==> src/rtl/spi_master_ctrl.sv <==
// rtl/spi_master_ctrl.sv - CPU-programmed SPI mode-0 master with 4-deep TX FIFO and RX store (optional RX FIFO via SPIM_RXFIFO_EN)
module spi_master_ctrl (
    input  logic       clk6x,
    input  logic       reset,
    input  logic       reg_sel_i,
    input  logic       rd_trigger_i,
    input  logic       wr_trigger_i,
    input  logic [7:0] wdata_i,
    output logic [7:0] rdata_o,
    output logic       spi_sck_o,
    output logic       spi_mosi_o,
    input  logic       spi_miso_i,
    output logic [1:0] spi_csn_o
);

    typedef enum logic [1:0] {
        ST_IDLE,
        ST_LOW,
        ST_HIGH,
        ST_DONE
    } state_t;

    state_t state;
    state_t state_next;

    // CPU access decode
    logic ctrl_wr;
    logic data_wr;
    logic data_rd;
    logic tx_clr;
    logic rx_clr;
    logic new_target_ok;
    logic target_ok;
    logic abort;

    // control register
    logic [2:0] target;
    logic [2:0] speed;

    // TX FIFO
    logic [7:0] tx_mem [4];
    logic [1:0] tx_rd_ptr;
    logic [1:0] tx_wr_ptr;
    logic [2:0] tx_count;
    logic       tx_full;
    logic       tx_ne;
    logic       tx_push;
    logic       tx_pop;

    // shifter datapath
    logic [7:0] tx_shift;
    logic [7:0] rx_shift;
    logic [2:0] bit_idx;
    logic [2:0] cur_speed;
    logic [6:0] half_cnt;
    logic [7:0] half_len;
    logic       half_last;
    logic       half_clr;
    logic       sample_miso;
    logic       next_bit;
    logic       rx_push;

    // RX store
    logic       rx_ne;
    logic       rx_pop;
    logic [7:0] rx_head;
    logic       overflow;
    logic [7:0] status;

    assign ctrl_wr       = wr_trigger_i && !reg_sel_i;
    assign data_wr       = wr_trigger_i && reg_sel_i;
    assign data_rd       = rd_trigger_i && reg_sel_i;
    assign tx_clr        = ctrl_wr && wdata_i[6];
    assign rx_clr        = ctrl_wr && wdata_i[7];
    assign new_target_ok = (wdata_i[2:0] == 3'd1) || (wdata_i[2:0] == 3'd2);
    assign target_ok     = (target == 3'd1) || (target == 3'd2);
    // A deselecting CTRL write kills any transfer in flight and blocks a same-cycle start
    assign abort         = ctrl_wr && !new_target_ok;

    assign tx_full = (tx_count == 3'd4);
    assign tx_ne   = (tx_count != 3'd0);
    assign tx_push = data_wr && !tx_full;

    assign half_len  = 8'd1 << cur_speed;
    assign half_last = ({1'b0, half_cnt} == (half_len - 8'd1));

    assign status = {(state != ST_IDLE) || tx_ne, rx_ne, tx_full, overflow, 1'b0, target};

    // chip selects decode straight from the target field
    always_comb begin
        case (target)
            3'd1:    spi_csn_o = 2'b10;
            3'd2:    spi_csn_o = 2'b01;
            default: spi_csn_o = 2'b11;
        endcase
    end

    // read mux: status on CTRL, RX head (or zero when empty) on DATA
    always_comb begin
        rdata_o = 8'h00;
        if (rd_trigger_i) begin
            if (!reg_sel_i) begin
                rdata_o = status;
            end else if (rx_ne) begin
                rdata_o = rx_head;
            end
        end
    end

    // control register fields
    always_ff @(posedge clk6x) begin
        if (reset) begin
            target <= 3'd0;
            speed  <= 3'd0;
        end else if (ctrl_wr) begin
            target <= wdata_i[2:0];
            speed  <= wdata_i[5:3];
        end
    end

    // TX FIFO pointers and occupancy
    always_ff @(posedge clk6x) begin
        if (reset || tx_clr) begin
            tx_rd_ptr <= 2'd0;
            tx_wr_ptr <= 2'd0;
            tx_count  <= 3'd0;
        end else begin
            if (tx_push) tx_wr_ptr <= tx_wr_ptr + 2'd1;
            if (tx_pop)  tx_rd_ptr <= tx_rd_ptr + 2'd1;
            case ({tx_push, tx_pop})
                2'b10:   tx_count <= tx_count + 3'd1;
                2'b01:   tx_count <= tx_count - 3'd1;
                default: tx_count <= tx_count;
            endcase
        end
    end

    // TX FIFO storage
    always_ff @(posedge clk6x) begin
        if (tx_push) tx_mem[tx_wr_ptr] <= wdata_i;
    end

    // shifter state register
    always_ff @(posedge clk6x) begin
        if (reset) state <= ST_IDLE;
        else       state <= state_next;
    end

    // shifter next-state and pin/strobe decode
    always_comb begin
        state_next  = state;
        tx_pop      = 1'b0;
        rx_push     = 1'b0;
        sample_miso = 1'b0;
        next_bit    = 1'b0;
        half_clr    = 1'b0;
        spi_sck_o   = 1'b0;
        spi_mosi_o  = 1'b1;
        case (state)
            ST_IDLE: begin
                if (tx_ne && target_ok && !abort) begin
                    state_next = ST_LOW;
                    tx_pop     = 1'b1;
                    half_clr   = 1'b1;
                end
            end
            ST_LOW: begin
                spi_mosi_o = tx_shift[bit_idx];
                if (half_last) begin
                    state_next  = ST_HIGH;
                    sample_miso = 1'b1;
                    half_clr    = 1'b1;
                end
            end
            ST_HIGH: begin
                spi_sck_o  = 1'b1;
                spi_mosi_o = tx_shift[bit_idx];
                if (half_last) begin
                    half_clr = 1'b1;
                    if (bit_idx == 3'd0) begin
                        state_next = ST_DONE;
                    end else begin
                        state_next = ST_LOW;
                        next_bit   = 1'b1;
                    end
                end
            end
            ST_DONE: begin
                spi_mosi_o = tx_shift[0];
                rx_push    = 1'b1;
                state_next = ST_IDLE;
            end
            default: state_next = ST_IDLE;
        endcase
        if (abort) begin
            state_next  = ST_IDLE;
            rx_push     = 1'b0;
            sample_miso = 1'b0;
            next_bit    = 1'b0;
        end
    end

    // shift registers, bit index and half-period timer; speed is frozen per byte
    always_ff @(posedge clk6x) begin
        if (reset) begin
            tx_shift  <= 8'h00;
            rx_shift  <= 8'h00;
            bit_idx   <= 3'd7;
            cur_speed <= 3'd0;
            half_cnt  <= 7'd0;
        end else begin
            if (tx_pop) begin
                tx_shift  <= tx_mem[tx_rd_ptr];
                bit_idx   <= 3'd7;
                cur_speed <= speed;
            end else if (next_bit) begin
                bit_idx <= bit_idx - 3'd1;
            end
            if (sample_miso) rx_shift <= {rx_shift[6:0], spi_miso_i};
            if (half_clr || state == ST_IDLE) half_cnt <= 7'd0;
            else                              half_cnt <= half_cnt + 7'd1;
        end
    end

`ifdef SPIM_RXFIFO_EN
    logic [7:0] rx_mem [4];
    logic [1:0] rx_rd_ptr;
    logic [1:0] rx_wr_ptr;
    logic [2:0] rx_count;
    logic       rx_accept;

    assign rx_ne     = (rx_count != 3'd0);
    assign rx_pop    = data_rd && rx_ne;
    assign rx_head   = rx_mem[rx_rd_ptr];
    // a pop in the same cycle frees the slot the incoming byte needs
    assign rx_accept = rx_push && ((rx_count != 3'd4) || rx_pop);

    // RX FIFO pointers, occupancy and sticky overflow
    always_ff @(posedge clk6x) begin
        if (reset || rx_clr) begin
            rx_rd_ptr <= 2'd0;
            rx_wr_ptr <= 2'd0;
            rx_count  <= 3'd0;
            overflow  <= 1'b0;
        end else begin
            if (rx_accept) rx_wr_ptr <= rx_wr_ptr + 2'd1;
            if (rx_pop)    rx_rd_ptr <= rx_rd_ptr + 2'd1;
            case ({rx_accept, rx_pop})
                2'b10:   rx_count <= rx_count + 3'd1;
                2'b01:   rx_count <= rx_count - 3'd1;
                default: rx_count <= rx_count;
            endcase
            if (rx_push && !rx_accept) overflow <= 1'b1;
        end
    end

    // RX FIFO storage
    always_ff @(posedge clk6x) begin
        if (rx_accept) rx_mem[rx_wr_ptr] <= rx_shift;
    end
`else
    logic [7:0] rx_hold;
    logic       rx_valid;

    assign rx_ne   = rx_valid;
    assign rx_pop  = data_rd && rx_valid;
    assign rx_head = rx_hold;

    // single holding register: newest byte always wins, unread data flags overflow
    always_ff @(posedge clk6x) begin
        if (reset || rx_clr) begin
            rx_hold  <= 8'h00;
            rx_valid <= 1'b0;
            overflow <= 1'b0;
        end else if (rx_push) begin
            rx_hold  <= rx_shift;
            rx_valid <= 1'b1;
            if (rx_valid && !rx_pop) overflow <= 1'b1;
        end else if (rx_pop) begin
            rx_valid <= 1'b0;
        end
    end
`endif

endmodule
==> config.mk <==
export PLATFORM = sky130hd
export DESIGN_NAME = spi_master_ctrl
export DESIGN_NICKNAME = d
export VERILOG_FILES = /design/src/rtl/spi_master_ctrl.sv
export SDC_FILE = /design/constraint.sdc
export NUM_CORES = 1
export LEC_CHECK = 0
export ABC_AREA = 1
export BUFFER_PORTS_ARGS = -buffer_cell sky130_fd_sc_hd__buf_4
export CORE_ASPECT_RATIO = 1.5
export CORE_MARGIN = 3
export CORE_UTILIZATION = 35
export DETAILED_ROUTE_END_ITERATION = 7
export SLEW_MARGIN = 0
export SYNTH_ARGS = -nofsm -noshare
export SYNTH_HDL_FRONTEND = slang
export SYNTH_SLANG_ARGS = --single-unit
==> constraint.sdc <==
create_clock -name clk6x -period 3 [get_ports clk6x]
set_input_delay 0.3 -clock clk6x [delete_from_list [all_inputs] [get_ports clk6x]]
set_output_delay 0.3 -clock clk6x [all_outputs]
set_load 0.02 [all_outputs]
-- Yosys cells after proc, flatten, opt, wreduce, memory -nomap -nowiden
Memory sizes are Yosys's and may differ from the RTL's. A register that Yosys moved wholly into a read port is not among the register bits.
Cells that the tools add are included.
- flip-flop bits (word level): 46
- memory bits (writable): 32
- output and inout port bits: 12
- word-level logic and storage cells: 101
- memories kept: 1
- add/subtract/negate cells: 7
- order comparisons: 1
- equality and inequality tests: 14
- shifts and indexed selects: 1
- multiplexer cells: 30
- reduce and logical (&&, ||, !) cells: 34
- memories (memory ; depth ; bits a word ; read ports ; clocked after memory_dff ; wr ports ; RTL line ; RTL):
    tx_mem ; 4 ; 8 ; 1 ; 1 ; 1 ; 41 ; logic [7:0] tx_mem [4];
- operators with widths (operator ; number):
    $mux 8 ; 3
    $mux 1 ; 17
    $logic_and 1x1->1 ; 11
    $eq 7x8->1 ; 1
    $mux 2 ; 4
    $pmux 2 s4 ; 1
    $reduce_or 2->1 ; 4
    $shl 1x3->8 const A ; 1
    $sub 8x1->8 const B ; 1
    $add 7x1->7 const B ; 1
    $eq 2x2->1 const B ; 3
    $eq 3x1->1 const B ; 2
    $eq 3x2->1 const B ; 2
    $logic_or 1x1->1 ; 6
    $ne 2x2->1 const B ; 3
    $pmux 3 s2 ; 1
    $reduce_bool 2->1 ; 3
    $sub 3x1->3 const B ; 2
    $logic_not 1->1 ; 5
    $add 2x1->2 const B ; 2
    $eq 2x1->1 const B ; 2
    $lt 3x4->1 const B ; 1
    $pmux 1 s2 ; 2
    $pmux 2 s2 ; 1
    other kinds (8) ; 8

-- Depth between registers and ports, before layout
Gate-level depths: netlist (run 1).
- depth in word-level cells: 10
- depth in mapped cells: 14
- mapped depth without buffers: 13

-- Least setup slack after synthesis (run 1)
No wires, ideal clock.
- path type: register to register
- start: reg target[2]
- end: reg tx_count[2]
- setup time: 0.121 ns
- data arrival time: 1.928 ns
- data required time: 2.879 ns
- slack: 0.951 ns
- cell stages (with the launch flop): 12
- clock period less this slack: 2.049 ns
- path through: dfxtp_1 nand3b_1 nand2_1 nand3_2 nor2_4 ha_1 inv_1 fa_1 o21bai_1 a21oi_1 o21ai_0 a21oi_1
- longest elaborated chain between the ends: 8
- elaborated cells on any way between the ends: 11
- RTL lines (item ; RTL line ; RTL):
    start: declaration ; 37 ; logic [2:0] target;
    start signal: assignment ; 116 ; target <= wdata_i[2:0];
    $eq 3x1->1 / $eq 3x2->1 (equally long branches) ; 76 ; assign target_ok = (target == 3'd1) || (target == 3'd2);
    $logic_or 1x1->1 (*) ; 76 ;
    $logic_and 1x1->1 (*) (2 in a row) ; 161 ; if (tx_ne && target_ok && !abort) begin
    $mux 1 (*) ; 161 ;
    $mux 1 (*) ; 159 ; case (state)
    via tx_pop ; 48 ; logic tx_pop;
    $eq 2x1->1 / $eq 2x2->1 (equally long branches) ; 130 ; case ({tx_push, tx_pop})
    $pmux 3 s2 / $reduce_bool 2->1 (equally long branches) ; -- ;
    end signal: assignment ; 131 ; 2'b10: tx_count <= tx_count + 3'd1;
    end signal: assignment ; 132 ; 2'b01: tx_count <= tx_count - 3'd1;
    end signal: assignment ; 133 ; default: tx_count <= tx_count;
    end: declaration ; 44 ; logic [2:0] tx_count;
Mark *: on every way through the listed nets, which the timed path passes. The rest lies on a longest branch.
A chain may end at the register's enable or synchronous reset.

-- Worst setup path in the final report (run 1)
- start: reg state[1]
- end: reg tx_count[2]
- longest elaborated chain between the ends: 4
- elaborated cells on any way between the ends: 6
- RTL lines (item ; RTL line ; RTL):
    start: declaration ; 23 ; state_t state;
    start signal: assignment ; 146 ; else state <= state_next;
    $logic_not 2->1 (*) ; 159 ;
    $mux 1 (*) ; 159 ;
    via tx_pop ; 48 ;
    $eq 2x1->1 / $eq 2x2->1 (equally long branches) ; 130 ;
    $pmux 3 s2 / $reduce_bool 2->1 (equally long branches) ; -- ;
Marks and branches as above.

==> flow_metrics.tcl, run 1 <==
set metrics [dict create \
    status "finished clean" \
    diodes 0 \
    syn_area_um2 3890 \
    yosysSeqAreaShare_pct 52.5 \
    synth_area_leaders "dfxtp_1, edfxtp_1, nor2_1" \
    synth_edf_count 32 \
    worst-path-stages 11 \
    grt_max_degree 30 \
    grt_pass1_wl_mm 13.5 \
    r2r_end "tx_count[2]" \
    async_reset_ff_share_pct 0 \
    ys.flop_type "dfxtp_1" \
    combPwrFrac_pct 9.5 \
    ys_top_cells_by_count "nor2_1, nand2_1, o21ai_0, dfxtp_1, inv_1" \
    end_kind "register" \
    grt_pass1_vias 2921 \
    antenna_found_initial 0 \
    crit_path_frequent_cell "inv_1" \
    rsz0062_at_grt "no" \
    start_util_pct 36.3 \
    cts_buffer_depth 2 \
    intPower_w 0.00207 \
    htree_levels 3 \
    clkTransAtPathRegs_ns 0.06 \
    fmax_mhz 456 \
    die_x_um 92.1 \
    ant_nets 0 \
    cp.arrival_ns 2.41 \
    fin_ws_ns 0.805 \
    synth_nets 485 \
    worstSetupEndpoint "tx_count[2]" \
    peakVddDrop_mv 0.369 \
    critPathLaunch "state[1]" \
    drc_errors 0 \
    ctsHoldBuffers 0 \
    vias 3016 \
    cts_inserted_buffers 9 \
    switching_power_w 0.000640 \
    hold_class "input pin to register" \
    fin_crit_sh_pct 73.2 \
    synth_most_common_cell "nor2_1" \
    reg2reg_from "state[1]" \
    drt_wl_total_mm 8.30 \
    powerDensity_nw_per_um2 600 \
    core.rowCount 46 \
    dpl_worst_slack_ns 0.731 \
    crit_fanout 8 \
    grt_use_total_pct 13.7 \
    stdcell_count 631 \
    cts_resized 0 \
    ys_ff_latch 86 \
    critPathBufInv 3 \
    dp.cells 615 \
    cts_root_buffer "clkbuf_16" \
    synth_cell_type_count 33 \
    layout.nets 511 \
    post_cts_buffers 0 \
    synth_warnings 0 \
    cp-start-kind "register" \
    die_h_um 135 \
    hpwl_mm 6.07 \
    fin_worst_skew_ns 0.00493 \
    report.final.slew_viol_count 0 \
    areaGrowthSynthToFinish_pct 16.2 \
    clock-sinks 86 \
    swShare_pct 23.6 \
    r2r_slack_ns 0.81 \
    drive_gt1_share_pct 11.5 \
    port-buffer-count 25 \
    cp_top_family "adder cells" \
    die_area_um2 12400 \
    fp.coreArea_um2 10700 \
    finalCriticalPeriod_ns 2.19 \
    drt-vias-per-instance 4.78 \
    hold_viol_final 0 \
    power_frac_clock_pct 43.2 \
    grt.overflow.total 0 \
    gp_congestion 0.835 \
    critPathKind "register to register" \
    synth_top_area_share_pct 27.8 \
    worstSkewPairLatency_ns 0.34 \
    crit_slowest_cell "dfxtp_1" \
    crit_required_ns 3.22 \
    synth_largest_area_cell "dfxtp_1" \
    first_iter_violations 158 \
    setup_viol 0 \
    cap_violations 0 \
    fillers 1123 \
    pin_count 26 \
    cts_tree "built" \
    p_leak_nw 1.80 \
    r2r_cells 11 \
    synthCells 456 \
    syn_avg_cell_area_um2 8.53 \
    wl_per_cell_um 13.2 \
    relSlewSlack_pct 46.1 \
    finalSetupTns_ns 0 \
    worstPathCellList "inv_1, ha_1, inv_1, nor2_4, ha_1, inv_1, fa_1, o21bai_1, a21oi_1, o21ai_0, a21oi_1" \
    max_stage_delay_ns 0.38 \
    pwr-share-seq_pct 47.2 \
    first_pass_iters 4 \
    worst_pin_slew_ns 0.806 \
]
==> power groups by stage <==
stage	Clock (W)	Sequential, W	Combinational, W
floorplan	0	0.00130	0.000188
global placement	0	0.00131	0.000257
detailed placement	0	0.00131	0.000262
CTS	0.00120	0.00128	0.000263
global route	0.00124	0.00129	0.000295
finish	0.00117	0.00128	0.000259
==> layout make-up <==
type	instances	area [um2]	area share, %
Sequential cell	86	2040	45.2
Timing Repair Buffer	27	203	4.48
Clock inverter	6	86.3	1.91
Multi-Input combinational cell	306	1580	35.0
Clock buffer	10	229	5.06
Tap cell	144	180	3.98
Inverter	52	200	4.43
==> state kept, by name, summed over array words and instances (netlist names) <==
register,count
tx_mem,32
rx_head,8
rx_shift,8
tx_shift,8
half_cnt,7
bit_idx,3
cur_speed,3
speed,3
target,3
tx_count,3
state,2
tx_rd_ptr,2
tx_wr_ptr,2
overflow,1
rx_ne,1
==> how the worst min path moves through the flow <==
stage,end,startpoint,depth (start not counted)
after floorplan,tx_mem[0][0],wdata_i[0],0
after global routing,tx_mem[3][2],wdata_i[2],1
final,tx_mem[2][2],wdata_i[2],1
after global placement,bit_idx[2],bit_idx[2],2
after detailed placement,half_cnt[0],half_cnt[0],1
after CTS,tx_mem[2][2],wdata_i[2],1
==> per-stage QoR <==
stage	hold WS, ns	total power (W)	util, %	area, um2
floorplan	0.399	0.00148	-	3890
detailed placement	0.451	0.00157	39.3	4210
global route	0.168	0.00282	42.2	4520
global placement	0.445	0.00156	39.3	4210
finish	0.176	0.00271	42.2	4520
CTS	0.168	0.00274	42.2	4520
==> cells by family (layout without fill, tap and decap cells) <==
kind of cell / after synthesis / after routing / synth area share, %
fa+ha+maj: 15 / 15 / 5.02
xor+xnor: 7 / 7 / 1.58
simple gates: 177 / 177 / 19.6
flops: 86 / 86 / 52.5
buf+inv: 64 / 95 / 6.85
compound gates: 107 / 107 / 14.4
==> metal layers <==
layer	share of wire [%]	global-route usage, %	wire [um]	vias up
met3	2.6	2.84	216	12
met2	52	25.1	4360	37
met5	0	0	0	-
li1	-	-	-	1568
met1	43	15.5	3580	1399
met4	1.8	4.79	150	0
==> cell usage in the layout (no fill, tap or decap), drive strengths merged, types with 3 or more instances in the layout <==
cell and instances:
xor2 6, buf 27, clkbuf 10, clkinv 5
nand3 18, o22ai 8, inv 51, ha 14
nor3 3, o21ai 57, dfxtp 54, edfxtp 32
nand4 5, a21oi 36, nor2 81, nand2 66
No activity file was read; power rests on OpenSTA's default activity.
==> run 2, diff against run 1 <==
Settings changed: ABC_AREA 1 to 0.
Clock period 3 ns to 1.9 ns, I/O delays scaled along.
==> run 2 against run 1 <==
Compared with the run above: the run now ends with negative setup slack left; total power grew 50%; critical path type is now register to primary output; sequential cell count is the same; critical endpoint is now spi_mosi_o; worst hold slack worse by 0.12 ns; core utilization increased by 4.3 points; largest power group unchanged; sequential power increased by 53%; count of clock-buffer cells in the layout is 1 lower; global-route usage is 0.49 points higher; clock skew is 0.0042 ns higher; clock power is 52% higher; area after synthesis is essentially flat; highest routed layer unchanged; combinational power up 33%.
==> flow_metrics.tcl, run 2 <==
set metrics [dict create \
    antenna_found_initial 0 \
    fillers 1043 \
    synth_edf_count 32 \
    largest-register "tx_mem" \
    crit_fanout 3 \
    synthCells 368 \
    r2r_cells 6 \
    setup_viol 13 \
    layout_commonest_cell "buf_4" \
    hpwl_mm 6.14 \
    cp.arrival_ns 1.82 \
    worstSkewPairLatency_ns 0.35 \
    largest_reg_flops 32 \
    finalCriticalPeriod_ns 2.01 \
    fmax_mhz 497 \
    dpl_worst_slack_ns -0.0825 \
    synth_area_leaders "dfxtp_1, edfxtp_1, mux4_2" \
    powerDensity_nw_per_um2 819 \
    holdWs_ns 0.0587 \
    switching_power_w 0.00103 \
    cp-start-kind "register" \
    report.final.slew_viol_count 0 \
    drc_errors 0 \
    htree_levels 3 \
    post-route-util_pct 46.6 \
    r2r_slack_ns -0.10 \
    die_area_um2 12500 \
    combPwrFrac_pct 8.4 \
    pwr-share-seq_pct 48.0 \
    clock-sinks 86 \
    stdcell_area_um2 4980 \
    drt_wl_total_mm 8.45 \
    violations "negative setup slack" \
    gp_congestion 0.782 \
    synth_most_common_cell "dfxtp_1" \
    synth_largest_area_cell "dfxtp_1" \
    holdPathStages 1 \
    dp.cells 560 \
    cts_root_buffer "clkbuf_16" \
    swShare_pct 25.3 \
    start_util_pct 36.4 \
    syn_avg_cell_area_um2 10.6 \
    yosysSeqAreaShare_pct 52.4 \
    hold_viol_final 0 \
    die_h_um 135 \
    peakVddDrop_mv 0.566 \
    synth_top_area_share_pct 27.8 \
    ys.flop_type "dfxtp_1" \
    die_x_um 92.1 \
    critPathKind "register to primary output" \
    syn_area_um2 3890 \
    worst_pin_slew_ns 0.623 \
    ctsHoldBuffers 0 \
    place_area_um2 4550 \
    synth_nets 397 \
    end_kind "primary output" \
    rsz0062_at_grt "yes" \
    vias 2857 \
    cts_inserted_buffers 9 \
    status "finished with violations" \
    port-buffer-count 25 \
    async_reset_ff_share_pct 0 \
    grt_pass1_wl_mm 13.7 \
    layout_common_cells "buf_4, nand2_1, dfxtp_1, nor2_1, edfxtp_1" \
    cap_violations 0 \
    fp.coreArea_um2 10700 \
    core.rowCount 46 \
    synth_warnings 0 \
    intPower_w 0.00305 \
    ant_nets 0 \
    pin_count 26 \
    grt.overflow.total 0 \
    diodes 0 \
    ys_ff_latch 86 \
    power_frac_clock_pct 43.6 \
    cts_tree "built" \
    relSlewSlack_pct 58.1 \
    grt_use_total_pct 14.2 \
    ys_top_cells_by_count "dfxtp_1, nand2_1, nor2_1, edfxtp_1, a21oi_1" \
    crit_required_ns 1.71 \
    fin_crit_sh_pct 106 \
    clkTransAtPathRegs_ns 0.07 \
    areaGrowthSynthToFinish_pct 28.0 \
    layout.nets 459 \
    stdcell_count 579 \
    grt_max_degree 23 \
    p_leak_nw 1.84 \
    fin_worst_skew_ns 0.00915 \
    synth_cell_type_count 51 \
    cts_buffer_depth 2 \
    wl_per_cell_um 14.6 \
    grt_pass1_vias 2809 \
    drt-vias-per-instance 4.93 \
    first_iter_violations 96 \
    hold_class "input pin to register" \
    drive_gt1_share_pct 31.0 \
    fin_ws_ns -0.113 \
    first_pass_iters 5 \
]
==> run 2: metrics by stage <==
stage | total power (W) | setup TNS (ns)
after floorplan | 0.00219 | -0.614
after global placement | 0.00233 | -0.0587
after detailed placement | 0.00234 | -0.0825
after CTS | 0.00412 | -0.172
after global routing | 0.00424 | -1.95
final | 0.00408 | -0.941
==> run 2: final timing paths <==
check               start      endpoint
max            bit_idx[0]    spi_mosi_o
min            wdata_i[3]  tx_mem[0][3]
max reg2reg  cur_speed[0]   rx_shift[2]
min reg2reg      speed[2]  cur_speed[2]
==> run 2: cells by family after synthesis <==
kind of cell / synth area share, %
compound gates: 7.91
xor+xnor: 2.70
fa+ha+maj: 5.01
buf+inv: 3.63
flops: 52.4
mux: 9.90
simple gates: 18.4
==> run 2: layer usage <==
metal	vias to the layer above	track usage, %	wire, um
met1	1382	16.5	3540
met2	43	24.8	4560
met4	0	5.70	101
met3	7	3.56	255
li1	1425	-	-
met5	-	0	0
==> run 2: power by group through the flow <==
| stage | Combinational, W | Clock (W) | Sequential [W] |
|---|---|---|---|
| 2_1_floorplan | 0.000185 | 0 | 0.00200 |
| 3_3_place_gp | 0.000332 | 0 | 0.00200 |
| 3_5_place_dp | 0.000338 | 0 | 0.00200 |
| 4_1_cts | 0.000343 | 0.00182 | 0.00196 |
| 5_1_grt | 0.000382 | 0.00189 | 0.00196 |
| 6_report | 0.000345 | 0.00178 | 0.00196 |
==> run 2: final cells by class <==
type | count | area [um2] | area share [%]
timing repair buffer | 67 | 536 | 10.7
tap | 144 | 180 | 3.61
sequential | 86 | 2060 | 41.3
multi-input combinational | 249 | 1840 | 36.8
inverter | 17 | 68.8 | 1.38
clock buffer | 9 | 225 | 4.52
clock inverter | 7 | 78.8 | 1.58
==> run 2: what timing repair did <==
| action | in CTS | in global routing |
|---|---|---|
| pin swaps | 5 | 8 |
| setup buffers | 1 | 3 |
| setup endpoints to repair | 4 | 22 |
| gates resized for setup | 5 | 26 |
==> run 2: worst max-delay path, cell delays in order (launching register included) <==
cell and delay, ns:
dfxtp_4 0.37, mux4_2 0.50, nand2_2 0.08, nand2_2 0.06
a221o_1 0.33, buf_6 0.14
